**src/rtl/store_merge_unit_pkg.sv**
```systemverilog
// Shared store-path definitions: size encodings, merge FSM states and lane-width helpers.
package operations;

    localparam logic [1:0] SPL_SB = 2'd0;
    localparam logic [1:0] SPL_SH = 2'd1;
    localparam logic [1:0] SPL_SW = 2'd2;
    localparam logic [1:0] SPL_SD = 2'd3;

    typedef enum logic [2:0] {
        IDLE,
        READ,
        WRITE,
        RESP,
        ERR
    } store_merge_state_t;

    function automatic int strb_w(input int xlen);
        return xlen / 8;
    endfunction

    function automatic int off_w(input int xlen);
        return $clog2(xlen / 8);
    endfunction

endpackage

```
**src/rtl/store_merge_unit_lane_shifter.sv**
```systemverilog
// Places right-aligned sub-word data into its byte lanes and flags misaligned/illegal sizes.
module lane_shifter
    import operations::*;
#(
    parameter int XLEN = 64
) (
    input  logic [1:0]                size,
    input  logic [off_w(XLEN)-1:0]    off,
    input  logic [XLEN-1:0]           data,
    output logic [XLEN-1:0]           shifted,
    output logic [strb_w(XLEN)-1:0]   bytemask,
    output logic                      misaligned
);

    localparam int MW = strb_w(XLEN);

    logic [XLEN-1:0] data_mask;
    logic [MW-1:0]   base_mask;

    always_comb begin
        data_mask  = '0;
        base_mask  = '0;
        misaligned = 1'b0;
        case (size)
            SPL_SB: begin
                data_mask[7:0] = '1;
                base_mask      = MW'(1);
            end
            SPL_SH: begin
                data_mask[15:0] = '1;
                base_mask       = MW'(3);
                misaligned      = off[0];
            end
            SPL_SW: begin
                data_mask[31:0] = '1;
                base_mask       = MW'(15);
                misaligned      = |off[1:0];
            end
            default: begin
                // A doubleword only exists on a 64-bit datapath.
                if (XLEN == 64) begin
                    data_mask  = '1;
                    base_mask  = '1;
                    misaligned = |off;
                end else begin
                    misaligned = 1'b1;
                end
            end
        endcase
    end

    assign shifted  = (data & data_mask) << {off, 3'b000};
    assign bytemask = base_mask << off;

endmodule

```
**src/rtl/store_merge_unit.sv**
```systemverilog
// Sub-word store engine: merges SB/SH/SW/SD into memory words via read-modify-write or strobed writes.
module store_merge_unit
    import operations::*;
#(
    parameter int XLEN      = 64,
    parameter int ADDR_W    = 64,
    parameter int STRB_MODE = 0
) (
    input  logic                clk,
    input  logic                reset,
    input  logic                req_valid,
    output logic                req_ready,
    input  logic [ADDR_W-1:0]   req_addr,
    input  logic [XLEN-1:0]     req_data,
    input  logic [1:0]          req_size,
    output logic [ADDR_W-1:0]   mem_addr,
    output logic                mem_rd_en,
    input  logic                mem_rvalid,
    input  logic [XLEN-1:0]     mem_rdata,
    output logic                mem_wr_en,
    output logic [XLEN-1:0]     mem_wdata,
    output logic [XLEN/8-1:0]   mem_wstrb,
    output logic                resp_valid,
    output logic                resp_err
);

    localparam int STRB_W = strb_w(XLEN);
    localparam int OFF_W  = off_w(XLEN);

    store_merge_state_t state;

    logic [1:0]        cap_size;
    logic [OFF_W-1:0]  cap_off;
    logic [XLEN-1:0]   cap_data;

    logic              idle;
    logic [1:0]        ls_size;
    logic [OFF_W-1:0]  ls_off;
    logic [XLEN-1:0]   ls_data;
    logic [XLEN-1:0]   shifted;
    logic [STRB_W-1:0] bytemask;
    logic              misaligned;
    logic [XLEN-1:0]   bit_mask;
    logic [XLEN-1:0]   merged;
    logic              full_write;

    assign idle      = (state == IDLE);
    assign req_ready = idle;

    // One shifter serves both the accept decision (live request) and the merge (captured request).
    assign ls_size = idle ? req_size              : cap_size;
    assign ls_off  = idle ? req_addr[OFF_W-1:0]   : cap_off;
    assign ls_data = idle ? req_data              : cap_data;

    lane_shifter #(.XLEN(XLEN)) u_lane (
        .size       (ls_size),
        .off        (ls_off),
        .data       (ls_data),
        .shifted    (shifted),
        .bytemask   (bytemask),
        .misaligned (misaligned)
    );

    always_comb begin
        bit_mask = '0;
        for (int i = 0; i < XLEN; i++) bit_mask[i] = bytemask[i/8];
    end

    assign merged     = (mem_rdata & ~bit_mask) | (shifted & bit_mask);
    assign full_write = (STRB_MODE != 0) || (req_size == SPL_SD);

    always_ff @(posedge clk or posedge reset) begin
        if (reset) begin
            state      <= IDLE;
            cap_size   <= '0;
            cap_off    <= '0;
            cap_data   <= '0;
            mem_addr   <= '0;
            mem_rd_en  <= 1'b0;
            mem_wr_en  <= 1'b0;
            mem_wdata  <= '0;
            mem_wstrb  <= '0;
            resp_valid <= 1'b0;
            resp_err   <= 1'b0;
        end else begin
            mem_rd_en  <= 1'b0;
            mem_wr_en  <= 1'b0;
            resp_valid <= 1'b0;
            resp_err   <= 1'b0;
            case (state)
                IDLE: if (req_valid) begin
                    cap_size <= req_size;
                    cap_off  <= req_addr[OFF_W-1:0];
                    cap_data <= req_data;
                    mem_addr <= {req_addr[ADDR_W-1:OFF_W], {OFF_W{1'b0}}};
                    if (misaligned) begin
                        state      <= ERR;
                        resp_valid <= 1'b1;
                        resp_err   <= 1'b1;
                    end else if (full_write) begin
                        state     <= WRITE;
                        mem_wr_en <= 1'b1;
                        mem_wdata <= shifted;
                        mem_wstrb <= (STRB_MODE != 0) ? bytemask : '1;
                    end else begin
                        state     <= READ;
                        mem_rd_en <= 1'b1;
                    end
                end
                READ: if (mem_rvalid) begin
                    state     <= WRITE;
                    mem_wr_en <= 1'b1;
                    mem_wdata <= merged;
                    mem_wstrb <= '1;
                end
                WRITE: begin
                    state      <= RESP;
                    resp_valid <= 1'b1;
                end
                RESP:    state <= IDLE;
                ERR:     state <= IDLE;
                default: state <= IDLE;
            endcase
        end
    end

endmodule

```
**config.mk**
```make
export PLATFORM = sky130hd
export DESIGN_NAME = store_merge_unit
export DESIGN_NICKNAME = d
export VERILOG_FILES = /design/src/rtl/store_merge_unit_pkg.sv /design/src/rtl/store_merge_unit_lane_shifter.sv /design/src/rtl/store_merge_unit.sv
export SDC_FILE = /design/constraint.sdc
export NUM_CORES = 1
export LEC_CHECK = 0
export ABC_AREA = 1
export BUFFER_PORTS_ARGS = -buffer_cell sky130_fd_sc_hd__buf_2
export CAP_MARGIN = 5
export CORE_AREA = 2 2 157 159
export DETAILED_ROUTE_END_ITERATION = 6
export DIE_AREA = 0 0 159 161
export PLACE_DENSITY = 0.79
export SETUP_SLACK_MARGIN = 0.4
export SYNTH_ARGS = -nofsm -noshare
export SYNTH_HDL_FRONTEND = slang
export SYNTH_HIERARCHICAL = 1
export SYNTH_SLANG_ARGS = --single-unit
export TNS_END_PERCENT = 20
```
**constraint.sdc**
```tcl
create_clock -name clk -period 8.7 [get_ports clk]
set_clock_uncertainty 0.2 [all_clocks]
set_input_delay 1.305 -clock clk [delete_from_list [all_inputs] [get_ports clk]]
set_output_delay 1.305 -clock clk [all_outputs]
set_load 0.01 [all_outputs]
```
==> results.ini, run 1 <==
[run_status]
status = finished, final reports clean

[synthesis]
synth_seq_area_share_pct = 39.8
synth-edff-count = 0
yosys_most_used_dff = dfrtp_1
syn_area_um2 = 12700
synth.distinct_cells = 30
ys_ff_latch = 202
synth_commonest_cells = nand2_1, nand3_1, dfrtp_1, inv_1, o21ai_0
synth_cells = 1988
synth.avg_cell_area_um2 = 6.39
synthTopCellsByArea = dfrtp_1, nand2_1, nand3_1, o21ai_0, inv_1
async_reset_ff_share_pct = 100
synth_largest_area_cell = dfrtp_1
yosysMostFrequentCell = nand2_1
yosys.area.top_type_share_pct = 39.8
yosysWarnings = 6

[sta]
finalHoldViolCount = 0
worstMarginPinSlew_ps = 1140
max_slew_margin_pct = 24.1
setup_violations = 0
finalCriticalPeriod_ps = 5250
fin_crit_sh_pct = 60.4
rsz0062_at_grt = no
finalMaxSlewViolations = 0
tns_ps = 0
fmax_mhz = 190
whs_ps = 263
finalWorstSetupSlack_ps = 3450

[global_route]
grt_pass1_vias = 12600
grt_use_total_pct = 32.5
overflow = 0
antenna_found_initial = 1
grt_pass1_wl_mm = 67.1
grt_start_max_net_pins = 134

[critical_path]
crit_arrival_ps = 5520
crit_fanout = 65
rr_endpoint = mem_wdata[10]
reg2reg_depth = 16
rr_startpoint = state[0]
r2r_slack_ps = 3450
cp_slowest_stage_delay_ps = 760
cp_num_buf_inv = 5
crit_type = reg -> reg
crit_required_ps = 8960
crit_top_cell = nand2_1
cp-end-kind = register
crit_chain = nor2_2, nand2_4, nand2_1, o21ai_4, buf_4, inv_2, nand2_2, nor2_1, inv_2, and3_1, inv_1, nand4_1, o21ai_4, buf_4, nand2_1, nand2_1
path_delay_family = simple AND/OR/NAND/NOR gates
start_kind = register
startpoint = state[0]
cpMaxStageDelayCell = nor2_1

[detailed_routing]
vias_per_cell = 5.27
post_drt_wl_per_cell_um = 16.6
routed_wl_mm = 42.3
num_vias = 13500
dr.pass1.iters = 6
drt_iter0_markers = 1357
ant_nets = 0
drc_errors = 0

[clock_tree]
h-tree-depth = 1
root_buffer = clkbuf_16
cts_tree = built
cts_resized = 0
cts_made_buffers = 23
post_cts_buffers = 0
cts_max_path_buffers = 3
clock_sinks = 202
cts_hold_buf = 0
path_clk_slew_ps = 60
clkLatencyLatePin_ps = 530

[place]
placed_area_um2 = 14200
place_ws_ps = 3280
place.port_buffers = 335
routabilityCongestion = 0.995
place_hpwl_mm = 30.7
numPlacedInstances = 2519

[power]
powerDensity_nw_per_um2 = 447
ir_worst_vdd_uv = 292
power_frac_clock_pct = 14.1
power_frac_seq_pct = 23.5
switching_share_pct = 53.9
power_mw = 6.69
leakagePower_nw = 8.65
p_comb_share_pct = 62.4
p_sw_mw = 3.61
p_int_mw = 3.09

[die]
die_y_um = 161
die_w_um = 159
start_util_pct = 53.0
rows = 57
dieArea_um2 = 25600
ios = 339
coreArea_um2 = 24000

[layout]
area_delta_synth_final_pct = 17.8
finish.utilization_pct = 62.4
final_nets = 2418
antennaDiodeCount = 0
final_cells = 2558
drive_gt1_share_pct = 18.6
fin_area_um2 = 15000
fill_cells = 2351

[min_path]
hold-path-cell-count = 2
whs_endpoint = mem_addr[18]
hold_start = mem_addr[18]
holdCritPathClass = reg -> reg

[flow_run]
max-cap-violations = 0

==> power groups by stage <==
stage	clock network [mW]	logic, mW	registers (mW)
2_1_floorplan	0	2.81	1.67
3_3_place_gp	0	4.05	1.56
3_5_place_dp	0	4.12	1.57
4_1_cts	0.959	4.13	1.57
5_1_grt	0.993	4.67	1.62
6_report	0.944	4.18	1.57
==> flip-flops by register name (all words and copies together) (netlist names) <==
register / cells
state: 3
mem_wdata: 64
mem_wstrb: 1
mem_wr_en: 1
cap_off: 3
resp_valid: 1
mem_addr: 61
mem_rd_en: 1
cap_size: 2
cap_data: 64
resp_err: 1
==> worst register-to-register path: cells and delay by family, from the launching register on <==
kind | cells | cell delay, ps
AND/OR/NAND/NOR | 9 | 2550
buffers and inverters | 5 | 1770
flip-flops | 1 | 430
AO/OA/AOI/OAI | 2 | 230
==> worst max-delay path by stage <==
stage	to	cells after the start
after floorplan	cap_data[0]	1
after global placement	mem_wdata[25]	15
after detailed placement	mem_wdata[10]	15
after CTS	mem_wdata[10]	16
after global routing	mem_wdata[10]	16
final	mem_wdata[10]	16
==> final cells by class <==
class | count | area (um^2) | area share (%)
Inverter | 175 | 669 | 4.47
Clock inverter | 4 | 37.5 | 0.251
Tap cell | 324 | 405 | 2.71
Timing Repair Buffer | 351 | 1800 | 12.0
Multi-Input combinational cell | 1467 | 6310 | 42.2
Sequential cell | 202 | 5050 | 33.8
Clock buffer | 35 | 691 | 4.62
==> cells in the final DEF (no fill, tap or decap), types with 3 or more instances in the layout <==
| cell type | Yosys | routed |
|---|---|---|
| clkbuf_1 | 42 | 5 |
| clkbuf_8 | 0 | 7 |
| inv_1 | 166 | 165 |
| clkbuf_16 | 0 | 23 |
| o21ai_1 | 72 | 72 |
| o211ai_1 | 6 | 6 |
| buf_2 | 61 | 335 |
| a21oi_1 | 12 | 12 |
| nand3_2 | 3 | 5 |
| buf_4 | 27 | 16 |
| nor2_1 | 67 | 67 |
| nand3_1 | 271 | 269 |
| nand2_1 | 866 | 865 |
| o21ai_4 | 0 | 3 |
| dfrtp_1 | 202 | 202 |
| inv_2 | 8 | 8 |
| o21ai_0 | 151 | 146 |
| conb_1 | 1 | 3 |
==> logic make-up after synthesis <==
group                  share of synthesized area, %
AND/OR/NAND/NOR                                39.2
buffers and inverters                          11.1
AO/OA/AOI/OAI                                  9.79
flip-flops                                     39.8
other                                        0.0295
==> per-layer routing <==
layer / vias up / global-route usage, % / share of wire [%]
met5: - / 0 / 0
met4: 0 / 11.6 / 3.7
met3: 85 / 5.83 / 7.7
met2: 561 / 52.3 / 46
met1: 6161 / 44.3 / 43
li1: 6677 / - / -
Power figures use the tool's default switching activity.
==> inputs of run 2 (changes only) <==
--- a/config.mk
+++ b/config.mk
@@ -8,10 +8,10 @@
 export ABC_AREA = 1
 export BUFFER_PORTS_ARGS = -buffer_cell sky130_fd_sc_hd__buf_2
 export CAP_MARGIN = 5
-export CORE_AREA = 2 2 157 159
+export CORE_AREA = 2 2 164 166
 export DETAILED_ROUTE_END_ITERATION = 6
-export DIE_AREA = 0 0 159 161
-export PLACE_DENSITY = 0.79
+export DIE_AREA = 0 0 166 168
+export PLACE_DENSITY = 0.76
 export SETUP_SLACK_MARGIN = 0.4
 export SYNTH_ARGS = -nofsm -noshare
 export SYNTH_HDL_FRONTEND = slang
==> constraint.sdc (replaced) <==
create_clock -name clk -period 4.2 [get_ports clk]
set_clock_uncertainty 0.2 [all_clocks]
set_input_delay 0.63 -clock clk [delete_from_list [all_inputs] [get_ports clk]]
set_output_delay 0.63 -clock clk [all_outputs]
set_load 0.01 [all_outputs]
==> run 2 against run 1 <==
Final cell count rose by 1.3%. Critical path depth is 2 lower. Sequential power rose by 110%.
==> results.ini, run 2 (synthesis gave the netlist of run 1 again) <==
[critical_path]
cp_slowest_stage_delay_ps = 550
crit_type = reg -> reg
path_delay_family = simple AND/OR/NAND/NOR gates
cpMaxStageDelayCell = buf_4
start_kind = register
crit_fanout = 65
crit_top_cell = nand2_1
crit_chain = nor2_2, nand2_4, nand2_1, o21ai_1, buf_4, nand2_2, nand2_1, and3_1, inv_1, nand4_1, o21ai_4, buf_4, nand2_1, nand2_1
cp-end-kind = register
crit_arrival_ps = 3730
crit_required_ps = 4450
cp_num_buf_inv = 3

[layout]
drive_gt1_share_pct = 19.1
reg_top3 = cap_data x64, mem_wdata x64, mem_addr x61
fill_cells = 2585
final_common_cell = nand2_1
fin_area_um2 = 15100
area_delta_synth_final_pct = 19.2
final_cell_mix = nand2_1, buf_2, nand3_1
final_nets = 2434

[sta]
worstMarginPinSlew_ps = 1150
max_slew_margin_pct = 23.5
fin_crit_sh_pct = 82.8
finalCriticalPeriod_ps = 3480
finalHoldViolCount = 0
setup_violations = 0
tns_ps = 0
rsz0062_at_grt = no
fmax_mhz = 287
finalWorstSetupSlack_ps = 721
finalMaxSlewViolations = 0

[place]
place.port_buffers = 335
placed_area_um2 = 14400
routabilityCongestion = 0.988
place_hpwl_mm = 30.6
place_ws_ps = 819

[power]
p_int_mw = 6.58
switching_share_pct = 53.0
powerDensity_nw_per_um2 = 926
p_sw_mw = 7.42
power_frac_clock_pct = 13.9
ir_worst_vdd_uv = 688
power_frac_seq_pct = 23.3
p_comb_share_pct = 62.8
leakagePower_nw = 8.73
power_mw = 14.0

[detailed_routing]
vias_per_cell = 5.26
routed_wl_mm = 42.2
post_drt_wl_per_cell_um = 16.3
drt_iter0_markers = 1561
drc_errors = 0
dr.pass1.iters = 6
num_vias = 13600
ant_nets = 0

[clock_tree]
cts_max_path_buffers = 3
h-tree-depth = 1
cts_resized = 0
cts_made_buffers = 23
post_cts_buffers = 0
clkLatencyLatePin_ps = 520
clock_sinks = 202
root_buffer = clkbuf_16
cts_hold_buf = 0
cts_tree = built
path_clk_slew_ps = 60

[die]
dieArea_um2 = 27900
die_w_um = 166
start_util_pct = 48.2
ios = 339
die_y_um = 168
rows = 60
coreArea_um2 = 26400

[global_route]
overflow = 0
grt_start_max_net_pins = 204
antenna_found_initial = 1
grt_use_total_pct = 29.5
grt_pass1_wl_mm = 67.1
grt_pass1_vias = 12700

[run_status]
status = finished, final reports clean

[min_path]
holdCritPathClass = in -> async

[flow_run]
max-cap-violations = 0

[run 2: path summary, 6_finish.rpt]
path | from | to | slack, ps | depth (start not counted)
max | state[0] | mem_wdata[26] | 720 | 14
min | reset | cap_data[36] | 90 | 3
min in group clk | mem_rvalid | state[0] | 130 | 2
max in group asynchronous | reset | mem_wdata[21] | 3020 | 3
min reg2reg | mem_addr[60] | mem_addr[60] | 260 | 2
max reg2reg | state[0] | mem_wdata[26] | 720 | 14
[run 2: power groups by stage]
stage | Sequential, mW | Combinational [mW] | Clock, mW
after floorplan | 3.46 | 5.81 | 0
after global placement | 3.24 | 8.55 | 0
after detailed placement | 3.26 | 8.67 | 0
after CTS | 3.25 | 8.68 | 1.99
after global routing | 3.36 | 9.81 | 2.06
final | 3.26 | 8.80 | 1.95
[run 2: cell type report]
class / instances / area [um^2] / area share (%)
well taps: 341 / 427 / 2.82
inverters: 175 / 666 / 4.40
flip-flops and latches: 202 / 5050 / 33.4
multi-input cells: 1467 / 6310 / 41.7
diodes: 1 / 2.50 / 0.0165
clock inverters: 5 / 56.3 / 0.372
repair buffers: 367 / 1950 / 12.9
clock buffers: 32 / 659 / 4.36
[run 2: stage by stage]
step	instances	hold slack [ps]	utilization, %
2_1_floorplan	1990	259	-
3_3_place_gp	2552	250	54.7
3_5_place_dp	2552	253	54.7
4_1_cts	2589	102	57.4
5_1_grt	2590	113	57.4
6_report	2590	90.6	57.4
[run 2: worst min-delay path, cell delays in order]
cell	delay, ps
buf_2	110
clkinvlp_4	80
buf_12	460
[run 2: metal layers]
| metal | share of wire [%] | wire, um | GRT usage (%) |
|---|---|---|---|
| met1 | 42 | 17700 | 39.7 |
| met2 | 46 | 19600 | 48.3 |
| met3 | 7.7 | 3230 | 4.94 |
| met4 | 3.8 | 1620 | 10.9 |
| met5 | 0 | 0 | 0 |
